## src/rtl/accel_bus_slave.sv

```systemverilog
// Bus slave for the CNN accelerator: streams weight/bias/pixel words into local
// memories, sequences compute start/done, and serves register and result reads.
module accel_bus_slave #(
    parameter int unsigned WEIGHT_DEPTH = 792,
    parameter int unsigned BIAS_DEPTH   = 16,
    parameter int unsigned PIXEL_DEPTH  = 6144
) (
    input  logic        clk,
    input  logic        rst,
    input  logic [31:0] awaddr,
    input  logic        wvalid,
    input  logic [31:0] wdata,
    input  logic [31:0] araddr,
    input  logic        arvalid,
    output logic [31:0] rdata,
    output logic        interrupt_signal,
    output logic        weight_we,
    output logic        bias_we,
    output logic        pixel_we,
    output logic [9:0]  weight_addr,
    output logic [4:0]  bias_addr,
    output logic [12:0] pixel_addr,
    output logic [15:0] mem_wdata,
    output logic        start,
    input  logic        done,
    output logic [9:0]  result_raddr,
    input  logic [15:0] result_rdata
);

    localparam int unsigned WAW = 10;
    localparam int unsigned BAW = 5;
    localparam int unsigned PAW = 13;
    localparam int unsigned RAW = 10;
    localparam int unsigned DW  = 16;

    typedef enum logic [1:0] {
        IDLE = 2'd0,
        LOAD = 2'd1,
        RUN  = 2'd2,
        DONE = 2'd3
    } state_t;

    state_t          state_q;
    state_t          state_d;
    logic            start_d;
    logic            pix_clr;

    logic [WAW-1:0]  wptr;
    logic [BAW-1:0]  bptr;
    logic [PAW-1:0]  pptr;

    logic [31:0]     rdata_q;
    logic            res_pend;

    // Address decode and acceptance qualifiers
    logic [15:0] wsel;
    logic [15:0] rsel;
    logic        weights_full;
    logic        bias_full;
    logic        pixels_full;
    logic        mem_open;
    logic        acc_w;
    logic        acc_b;
    logic        acc_p;
    logic        acc_any;
    logic        img_set;
    logic        irq_clr;
    logic        rd_result;
    logic        loaded_now;
    logic        unused_bits;

    assign wsel         = awaddr[31:16];
    assign rsel         = araddr[31:16];
    assign weights_full = (wptr == WAW'(WEIGHT_DEPTH));
    assign bias_full    = (bptr == BAW'(BIAS_DEPTH));
    assign pixels_full  = (pptr == PAW'(PIXEL_DEPTH));
    assign mem_open     = (state_q == IDLE) || (state_q == LOAD);
    assign acc_w        = wvalid && (wsel == 16'hd333) && mem_open && !weights_full;
    assign acc_b        = wvalid && (wsel == 16'hd444) && mem_open && !bias_full;
    assign acc_p        = wvalid && (wsel == 16'hd555) && mem_open && !pixels_full;
    assign acc_any      = acc_w || acc_b || acc_p;
    assign img_set      = wvalid && (wsel == 16'hd111) && wdata[0];
    assign irq_clr      = wvalid && (wsel == 16'hd222) && !wdata[0];
    assign rd_result    = arvalid && (rsel == 16'hd000);
    // A word landed last cycle: fullness is only acted on as it is reached
    assign loaded_now   = weight_we || bias_we || pixel_we;
    assign unused_bits  = ^{awaddr[15:0], wdata[31:16], araddr[15:10]};

    // Result memory address is presented in the same cycle as the read strobe
    assign result_raddr = (rst && rd_result) ? araddr[RAW-1:0] : '0;

    // Result reads show memory data in the cycle after the strobe, then hold
    assign rdata = res_pend ? {16'd0, result_rdata} : rdata_q;

    // Next-state and start decision
    always_comb begin
        state_d = state_q;
        start_d = 1'b0;
        pix_clr = 1'b0;
        case (state_q)
            IDLE: begin
                if (img_set) begin
                    state_d = LOAD;
                    pix_clr = 1'b1;
                end else if (acc_any) begin
                    state_d = LOAD;
                end
            end
            LOAD: begin
                if (img_set) begin
                    pix_clr = 1'b1;
                end else if (weights_full && bias_full && pixels_full && loaded_now) begin
                    state_d = RUN;
                    start_d = 1'b1;
                end
            end
            RUN: begin
                if (done) begin
                    state_d = DONE;
                end
            end
            DONE: begin
                if (img_set) begin
                    state_d = LOAD;
                    pix_clr = 1'b1;
                end else if (irq_clr) begin
                    state_d = LOAD;
                end
            end
            default: state_d = IDLE;
        endcase
    end

    // State register, start pulse and interrupt
    always_ff @(posedge clk or negedge rst) begin
        if (!rst) begin
            state_q          <= IDLE;
            start            <= 1'b0;
            interrupt_signal <= 1'b0;
        end else begin
            state_q          <= state_d;
            start            <= start_d;
            interrupt_signal <= (state_d == DONE);
        end
    end

    // Auto-incrementing memory write path, one-cycle registered strobes
    always_ff @(posedge clk or negedge rst) begin
        if (!rst) begin
            wptr        <= '0;
            bptr        <= '0;
            pptr        <= '0;
            weight_we   <= 1'b0;
            bias_we     <= 1'b0;
            pixel_we    <= 1'b0;
            weight_addr <= '0;
            bias_addr   <= '0;
            pixel_addr  <= '0;
            mem_wdata   <= '0;
        end else begin
            weight_we <= acc_w;
            bias_we   <= acc_b;
            pixel_we  <= acc_p;
            if (acc_any) begin
                mem_wdata <= wdata[DW-1:0];
            end
            if (acc_w) begin
                weight_addr <= wptr;
                wptr        <= wptr + WAW'(1);
            end
            if (acc_b) begin
                bias_addr <= bptr;
                bptr      <= bptr + BAW'(1);
            end
            if (pix_clr) begin
                pptr <= '0;
            end else if (acc_p) begin
                pixel_addr <= pptr;
                pptr       <= pptr + PAW'(1);
            end
        end
    end

    // Register read path; result reads capture memory data one cycle later
    always_ff @(posedge clk or negedge rst) begin
        if (!rst) begin
            rdata_q  <= '0;
            res_pend <= 1'b0;
        end else if (arvalid) begin
            res_pend <= rd_result;
            case (rsel)
                16'hd222: rdata_q <= {31'd0, interrupt_signal};
                16'hd111: rdata_q <= {28'd0, 2'(state_q), weights_full, pixels_full};
                default:  rdata_q <= '0;
            endcase
        end else if (res_pend) begin
            rdata_q  <= {16'd0, result_rdata};
            res_pend <= 1'b0;
        end
    end

endmodule

```

## config.mk

```make
export PLATFORM = sky130hd
export DESIGN_NAME = accel_bus_slave
export DESIGN_NICKNAME = d
export VERILOG_FILES = /design/src/rtl/accel_bus_slave.sv
export SDC_FILE = /design/constraint.sdc
export NUM_CORES = 1
export LEC_CHECK = 0
export BUFFER_PORTS_ARGS = -buffer_cell sky130_fd_sc_hd__buf_2
export CAP_MARGIN = 20
export CELL_PAD_IN_SITES_DETAIL_PLACEMENT = 0
export CELL_PAD_IN_SITES_GLOBAL_PLACEMENT = 2
export CORE_UTILIZATION = 31
export DETAILED_ROUTE_END_ITERATION = 12
export PLACE_DENSITY = 0.84
export RECOVER_POWER = 100
export REMOVE_ABC_BUFFERS = 1
export SLEW_MARGIN = 20
export SYNTH_ARGS = -nofsm -noshare
export SYNTH_HDL_FRONTEND = slang
export SYNTH_SLANG_ARGS = --single-unit
```

## constraint.sdc

```tcl
create_clock -name clk -period 5.4 [get_ports clk]
set_input_delay 0.54 -clock clk [delete_from_list [all_inputs] [get_ports clk]]
set_output_delay 0.54 -clock clk [all_outputs]
set_load 0.02 [all_outputs]
```

# Yosys cells after proc, flatten, opt, wreduce, memory -nomap -nowiden
# Cells that the tools add are included.
dict set report op_classes {
  n_mux 20
  n_bitwise 1
  n_reduce_logical 31
  add_sub_neg 3
  n_eq_ne 15
}
# operator count
set ops {}
lappend ops {{equality test 16 bit, second input constant} 8}
lappend ops {{two-way mux 32 bit} 2}
lappend ops {{two-way mux 13 bit} 2}
lappend ops {{logical AND 1 bit} 18}
lappend ops {{two-way mux 2 bit} 7}
lappend ops {{adder 13 x 1 -> 13 bit, second input constant} 1}
lappend ops {{equality test 13 bit, second input constant} 1}
lappend ops {{adder 10 x 1 -> 10 bit, second input constant} 1}
lappend ops {{equality test 10 bit, second input constant} 1}
lappend ops {{two-way mux 10 bit} 1}
lappend ops {{one-hot mux 2 bit (4 select lines)} 1}
lappend ops {{one-hot mux 4 bit (2 select lines)} 1}
lappend ops {{equality test 2 bit, second input constant} 3}
lappend ops {{two-way mux 1 bit} 6}
lappend ops {{adder 5 x 1 -> 5 bit, second input constant} 1}
lappend ops {{equality test 5 bit, second input constant} 1}
lappend ops {{logical OR 1 bit} 5}
lappend ops {{zero test 1 bit} 4}
lappend ops {{OR reduction 3 bit} 1}
lappend ops {{equality test 2 x 1 -> 1 bit, second input constant} 1}
lappend ops {{zero test 2 bit} 1}
lappend ops {{AND reduction 2 bit} 1}
lappend ops {{nonzero test 2 bit} 1}
lappend ops {{inverter 1 bit} 1}
dict set report word_totals {
  out_inout_bits 91
  regBits 112
  word_cells 85
  inputBits 117
}

# Depth between registers and ports, before layout
# Gate-level depths: netlist (run 1).
dict set report depth {
  depth_word 10
  mapped_depth 11
  depth_no_buf 8
}

# Least setup slack after synthesis (run 1)
# OpenSTA, ideal clock, no wires.
dict set report synth_timing {
  kind {input port to flip-flop}
  from {input port awaddr[19]}
  to {register pptr[7]}
  arrival_time_ns 2.628
  setup_time_ns 0.078
  setup_slack_ns 2.694
  path_stages 7
  cell_sequence {or3_4 -> or4_4 -> buf_6 -> or3_1 -> buf_2 -> or4_1 -> a21oi_1}
}
dict set report synth_via {
  elab_chain_len 6
  word_cells_on_any_way 11
  cone_classes {eq/ne: 2; mux: 3; reduce/logical: 6}
}
# element line_no
set synth_lines {}
lappend synth_lines {{start: declaration} 10} ;# input logic [31:0] awaddr,
lappend synth_lines {{equality test 16 bit} 82} ;# assign img_set = wvalid && (wsel == 16'hd111) && wdata[0];
lappend synth_lines {{logical AND 1 bit (2 in a row)} 82}
lappend synth_lines {{two-way mux 1 bit} {102, 110, 123}}
lappend synth_lines {{two-way mux 1 bit} -}
lappend synth_lines {{two-way mux 13 bit or nonzero test 2 bit (tied branches)} -}
lappend synth_lines {{end signal: assignment} 179} ;# pptr <= pptr + PAW'(1);
lappend synth_lines {{end: declaration} 50} ;# logic [PAW-1:0] pptr;
# Parallel ways exist; a longest one is shown, timed or not.
# A chain may end at the register's enable or synchronous reset.

# Worst setup path after layout (run 1)
dict set report layout_timing {
  from {input port arvalid}
  to {output port result_raddr[7]}
}
dict set report layout_via {
  elab_chain_len 3
}
# element line_no
set layout_lines {}
lappend layout_lines {{start: declaration} 14} ;# input logic arvalid,
lappend layout_lines {{logical AND 1 bit} 84} ;# assign rd_result = arvalid && (rsel == 16'hd000);
lappend layout_lines {{logical AND 1 bit} 90} ;# assign result_raddr = (rst && rd_result) ? araddr[RAW-1:0] : '0;
lappend layout_lines {{two-way mux 10 bit} 90}
lappend layout_lines {{end: declaration} 26} ;# output logic [9:0] result_raddr,
# No other way between the ends.

==> results of run 1 <==
==> final timing paths <==
kind | from | to | slack (ns) | cells past startpoint
setup / recovery | arvalid | result_raddr[7] | 1.79 | 7
hold / removal | wdata[10] | mem_wdata[10]$_DFFE_PN0P_ | 0.42 | 2
setup reg to reg | wptr[0]$_DFFE_PN0P_ | mem_wdata[13]$_DFFE_PN0P_ | 2.39 | 8
hold reg to reg | weight_addr[9]$_DFFE_PN0P_ | weight_addr[9]$_DFFE_PN0P_ | 0.47 | 2
max in group asynchronous | rst | bias_addr[3]$_DFFE_PN0P_ | 2.44 | 2
min in group asynchronous | rst | rdata_q[10]$_DFF_PN0_ | 0.96 | 1
==> metrics by stage <==
step           std cells  hold slack, ns  area, um2  total power, mW
6_report             837           0.422       6170             1.51
5_1_grt              837           0.414       6170             1.58
4_1_cts              837           0.196       6300             1.54
3_5_place_dp         821           0.453       6030            0.912
3_3_place_gp         821           0.453       6030            0.910
2_1_floorplan        437           0.244       4880            0.862
==> synthesized netlist by cell type (2+ instances only) <==
library cell | n | area share, %
a22o_1 | 3 | 0.53
buf_1 | 2 | 0.15
nor4b_1 | 6 | 1.1
or3_1 | 5 | 0.63
inv_1 | 11 | 0.83
nand2_1 | 76 | 5.7
a21oi_1 | 7 | 0.70
nor2_1 | 14 | 1.1
xnor2_1 | 14 | 2.5
buf_2 | 3 | 0.30
clkbuf_1 | 15 | 1.1
o21ai_0 | 12 | 1.2
nor2b_1 | 17 | 2.1
nand3_1 | 12 | 1.2
or4_1 | 3 | 0.45
and3_1 | 19 | 2.4
o31ai_1 | 3 | 0.45
ha_1 | 6 | 1.5
nand4_1 | 12 | 1.5
nand4b_1 | 2 | 0.35
nor3_1 | 8 | 0.80
mux2_2 | 38 | 8.6
and2_1 | 29 | 3.6
dfrtp_1 | 112 | 56
nor4_1 | 7 | 0.88
xor2_1 | 3 | 0.53
==> kinds of logic after synthesis <==
| kind of cell | synth area share, % |
|---|---|
| buf+inv | 2.64 |
| simple gates | 23.2 |
| xor+xnor | 2.99 |
| compound gates | 4.53 |
| fa+ha+maj | 1.51 |
| flops | 56.3 |
| mux | 8.80 |
==> state kept, by name, indices dropped and copies added (netlist names), 2 cells and up <==
| signal | cells |
|---|---|
| weight_addr | 10 |
| rdata_q | 32 |
| wptr | 10 |
| state_q | 2 |
| mem_wdata | 16 |
| bias_addr | 5 |
| bptr | 5 |
| pptr | 13 |
| pixel_addr | 13 |
==> layout by cell type, fill, tap and decap left out, types with 3 or more instances in the layout <==
| cell | count |
|---|---|
| a21oi_1 | 7 |
| a22o_1 | 3 |
| and2_0 | 17 |
| and2_1 | 12 |
| and3_1 | 19 |
| buf_2 | 85 |
| clkbuf_1 | 91 |
| clkbuf_16 | 9 |
| dfrtp_1 | 112 |
| ha_1 | 6 |
| inv_1 | 11 |
| mux2_1 | 7 |
| mux2_2 | 31 |
| nand2_1 | 76 |
| nand3_1 | 12 |
| nand4_1 | 12 |
| nor2_1 | 14 |
| nor2b_1 | 17 |
| nor3_1 | 8 |
| nor4_1 | 7 |
| nor4b_1 | 6 |
| o21ai_0 | 13 |
| o31ai_1 | 3 |
| or3_1 | 6 |
| or4_1 | 4 |
| xnor2_1 | 14 |
| xor2_1 | 3 |
==> per-layer routing <==
layer / global-route usage, % / wire (um) / up-vias
li1: - / - / 1900
met4: 5.88 / 182 / 0
met1: 19.8 / 5810 / 1919
met5: 0 / 0 / -
met2: 23.1 / 5430 / 127
met3: 3.12 / 643 / 12
==> area by class of cell <==
class / count / area share, %
Timing Repair Buffer: 173 / 12.3
Tap cell: 211 / 4.28
Inverter: 11 / 0.669
Clock inverter: 2 / 0.243
Clock buffer: 14 / 4.12
Multi-Input combinational cell: 314 / 32.9
Sequential cell: 112 / 45.4
==> critical path: stages <==
cell	delay (ns)
buf_2	0.07
inv_1	0.03
clkbuf_1	0.46
or4_1	0.69
nor3_1	0.75
and3_1	0.25
clkbuf_1	0.26
==> where the power goes <==
part           total [mW]  internal (mW)  switching, mW
logic              0.0539         0.0229         0.0310
registers           0.839          0.839       0.000143
clock network       0.620          0.327          0.293
total                1.51           1.19          0.324
==> impl_metrics.env, run 1 <==
export IMPL_rsz0062_at_grt="false"
export IMPL_cellLeakagePower_nw=3.05
export IMPL_setup_viol=0
export IMPL_cp_data_required_time_ns=4.86
export IMPL_crit_arrival_ns=3.07
export IMPL_antenna_found_initial=0
export IMPL_path_class="in -> out"
export IMPL_ctsRootBufferMaster="clkbuf_16"
export IMPL_firstDrtPassIters=4
export IMPL_cts_buffers=9
export IMPL_final_core_util_pct=40.0
export IMPL_timing_slew_headroom_pct=-68.4
export IMPL_grt_max_degree=72
export IMPL_yosysWarnings=0
export IMPL_post_route_cells_drive_above_1_share_pct=21.1
export IMPL_coreArea_um2=15400
export IMPL_post_cts_resize_count=0
export IMPL_hold_viol=0
export IMPL_seq_area_um2=2800
export IMPL_drc_errors=0
export IMPL_drt_iter0_drc=110
export IMPL_min_period_ns=3.61
export IMPL_fin_skew_ns=0.00555
export IMPL_critical_path_endpoint_type="primary output"
export IMPL_drt_total_wl_mm=12.1
export IMPL_vias=3958
export IMPL_clock_sinks=112
export IMPL_avgSynthCellArea_um2=10.9
export IMPL_setup_tns_ns=0
export IMPL_worstMarginPinSlew_ns=2.53
export IMPL_start_util_pct=32.2
export IMPL_cap_violations=1
export IMPL_multi_input_area_um2=2030
export IMPL_peakVddDrop_v=0.000143
export IMPL_synthFlopType="dfrtp_1"
export IMPL_cts_tree="built"
export IMPL_ctsHtreeMaxLevel=3
export IMPL_drt_vias_per_instance=4.73
export IMPL_die_y_um=129
export IMPL_track_usage_pct=14.7
export IMPL_die_x_um=129
export IMPL_nets=744
export IMPL_place_gp_congestion=0.793
export IMPL_ys_types=45
export IMPL_powerDensity_nw_per_um2=245
export IMPL_synth_seq_area_share_pct=56.3
export IMPL_ys_ff_latch=112
export IMPL_routedWlPerCell_um=14.4
export IMPL_fin_crit_sh_pct=66.8
export IMPL_diodes=0
export IMPL_clkLatencyLatePin_ns=0.35
export IMPL_clock_fmax_ghz=0.277
export IMPL_syn_area_um2=4970
export IMPL_grt_overflow=0
export IMPL_pre_cts_slack_ns=1.98
export IMPL_fp_dieArea_um2=16600
export IMPL_status="finished with violations"
export IMPL_synth_edf_count=0
export IMPL_ant_nets=0
export IMPL_grt_pass1_vias=3773
export IMPL_cts_reportedPaths_clkPinSlew_ns=0.07
export IMPL_dp_hpwl_mm=8.93
export IMPL_min_path_type="in -> reg"
export IMPL_postCtsSetupBuffers=0
export IMPL_ios=208
export IMPL_cts_hold_buf=0
export IMPL_area_growth_pct=24.0
export IMPL_critPathMaxFanout=34
export IMPL_fillers=1596
export IMPL_grt_pass1_wl_mm=18.9
export IMPL_clk_path_buf_depth=2
export IMPL_startpoint_type="primary input"
export IMPL_rows=45
export IMPL_io_buffers=169
export IMPL_violations="max-capacitance violations, max-slew violations"
export IMPL_async_flop_share_pct=100
export IMPL_postSynthCellCount=458
export IMPL_finalMaxSlewViolations=53
export IMPL_finalWorstSetupSlack_ns=1.79
Note: power is estimated with default switching activity, not from simulation.
==> run 2, diff against run 1 <==
--- a/config.mk
+++ b/config.mk
@@ -9,9 +9,9 @@
 export CAP_MARGIN = 20
 export CELL_PAD_IN_SITES_DETAIL_PLACEMENT = 0
 export CELL_PAD_IN_SITES_GLOBAL_PLACEMENT = 2
-export CORE_UTILIZATION = 31
+export CORE_UTILIZATION = 26
 export DETAILED_ROUTE_END_ITERATION = 12
-export PLACE_DENSITY = 0.84
+export PLACE_DENSITY = 0.75
 export RECOVER_POWER = 100
 export REMOVE_ABC_BUFFERS = 1
 export SLEW_MARGIN = 20
==> constraint.sdc (replaced) <==
create_clock -name clk -period 3.1 [get_ports clk]
set_input_delay 0.31 -clock clk [delete_from_list [all_inputs] [get_ports clk]]
set_output_delay 0.31 -clock clk [all_outputs]
set_load 0.02 [all_outputs]
==> impl_metrics.env, run 2 (synthesis results as in run 1) <==
export IMPL_status="finished with violations"
export IMPL_violations="max-capacitance violations, max-slew violations"
export IMPL_start_util_pct=26.6
export IMPL_critPathMaxStageDelay_ns=1.10
export IMPL_cts_hold_buf=1
export IMPL_critical_path_endpoint_type="primary output"
export IMPL_powerDensity_nw_per_um2=446
export IMPL_r2r_start="wptr[0]$_DFFE_PN0P_"
export IMPL_final_cell_mix="dfrtp_1 (112), clkbuf_1 (99), buf_2 (77), nand2_1 (76), mux2_2 (30)"
export IMPL_placed_area_um2=6110
export IMPL_fin_crit_sh_pct=87.6
export IMPL_firstDrtPassIters=4
export IMPL_finalPower_mw=2.80
export IMPL_path_class="reg -> out"
export IMPL_worstMarginPinSlew_ns=1.52
export IMPL_cp_top_family="buffers and inverters"
export IMPL_slowest_stage="clkbuf_1"
export IMPL_routedWlPerCell_um=14.8
export IMPL_design_area_um2=6290
export IMPL_ctsHtreeMaxLevel=3
export IMPL_drt_total_wl_mm=12.9
export IMPL_pre_cts_slack_ns=0.332
export IMPL_cp_num_buf_inv=2
export IMPL_grt_pass1_wl_mm=20.9
export IMPL_postCtsSetupBuffers=0
export IMPL_cts_tree="built"
export IMPL_nets=752
export IMPL_reg_largest_list="rdata_q x32, mem_wdata x16"
export IMPL_cellLeakagePower_nw=3.08
export IMPL_post_route_cells_drive_above_1_share_pct=20.7
export IMPL_area_growth_pct=26.4
export IMPL_largest_reg_flops=32
export IMPL_coreArea_um2=18700
export IMPL_ant_nets=0
export IMPL_rrSetupSlack_ns=0.48
export IMPL_post_cts_resize_count=0
export IMPL_fp_dieArea_um2=19700
export IMPL_final_common_cell="dfrtp_1"
export IMPL_crit_top_cell="clkbuf_1"
export IMPL_fin_skew_ns=0.00641
export IMPL_hold_viol=0
export IMPL_timing_slew_headroom_pct=-1.41
export IMPL_dp_hpwl_mm=9.63
export IMPL_rsz0062_at_grt="false"
export IMPL_cts_reportedPaths_clkPinSlew_ns=0.07
export IMPL_antenna_found_initial=2
export IMPL_grt_pass1_vias=3934
export IMPL_reg2regPathDepth=9
export IMPL_clkLatencyLatePin_ns=0.35
export IMPL_clock_sinks=112
export IMPL_die_x_um=140
export IMPL_fillers=1990
export IMPL_vias=3966
export IMPL_place_gp_congestion=0.793
export IMPL_crit_arrival_ns=2.40
export IMPL_startpoint_type="flip-flop"
export IMPL_ctsRootBufferMaster="clkbuf_16"
export IMPL_drt_vias_per_instance=4.56
export IMPL_worst_path_stages=3
export IMPL_top_register="rdata_q"
export IMPL_setup_tns_ns=0
export IMPL_startpoint="res_pend$_DFF_PN0_"
export IMPL_finalMaxSlewViolations=33
export IMPL_min_path_type="in -> reg"
export IMPL_drc_errors=0
export IMPL_cts_buffers=9
export IMPL_clock_fmax_ghz=0.368
export IMPL_grt_max_degree=47
export IMPL_cap_violations=1
export IMPL_setup_viol=0
export IMPL_rows=50
export IMPL_track_usage_pct=13.6
export IMPL_grt_overflow=0
export IMPL_drt_iter0_drc=175
export IMPL_io_buffers=169
export IMPL_ios=208
export IMPL_critPathMaxFanout=32
export IMPL_crit_chain="clkbuf_1 -> mux2_1 -> clkbuf_1"
export IMPL_cp_data_required_time_ns=2.79
export IMPL_peakVddDrop_v=0.000263
export IMPL_finalWorstSetupSlack_ns=0.385
export IMPL_r2r_end="mem_wdata[12]$_DFFE_PN0P_"
export IMPL_crit_path_end="rdata[1]"
export IMPL_die_y_um=140
export IMPL_clk_path_buf_depth=2
export IMPL_min_period_ns=2.71
## run 2: area by class of cell
class	count	area, um2	share of cell area (%)
diodes	1	2.50	0.0398
clock buffers	11	233	3.70
clock inverters	5	81.3	1.29
inverters	11	41.3	0.656
multi-input cells	314	2040	32.4
flip-flops and latches	112	2800	44.6
well taps	234	293	4.65
repair buffers	181	800	12.7
## run 2: routing by layer
metal / share of wire [%] / track usage (%) / routed length [um] / up-vias
met5: 0.10 / 0 / 13 / -
met4: 1.7 / 5.21 / 219 / 2
met3: 5.6 / 3.11 / 721 / 15
met2: 44 / 20.1 / 5620 / 112
met1: 49 / 19.2 / 6310 / 1926
li1: - / - / - / 1911
## run 2: worst min-delay path by stage
stage / depth (start not counted) / endpoint / start / slack, ns
after floorplan: 0 / bias_addr[0]$_DFFE_PN0P_ / rst / 0.01
after global placement: 1 / rdata_q[2]$_DFF_PN0_ / rst / 0.26
after detailed placement: 1 / rdata_q[2]$_DFF_PN0_ / rst / 0.27
after CTS: 2 / mem_wdata[13]$_DFFE_PN0P_ / wdata[13] / 0.17
after global routing: 2 / mem_wdata[11]$_DFFE_PN0P_ / wdata[11] / 0.17
final: 2 / mem_wdata[15]$_DFFE_PN0P_ / wdata[15] / 0.19
## run 2: where the power goes
part | internal (mW) | switching [mW]
Sequential | 1.46 | 0.000237
Clock | 0.710 | 0.534
Combinational | 0.0424 | 0.0577
## run 2: per-stage QoR
step / hold WS (ns) / cells / utilization [%]
6_report: 0.190 / 869 / 33.6
5_1_grt: 0.168 / 869 / 33.6
4_1_cts: 0.173 / 868 / 34.4
3_5_place_dp: 0.268 / 851 / 32.7
3_3_place_gp: 0.256 / 851 / 32.7
2_1_floorplan: 0.0144 / 437 / -
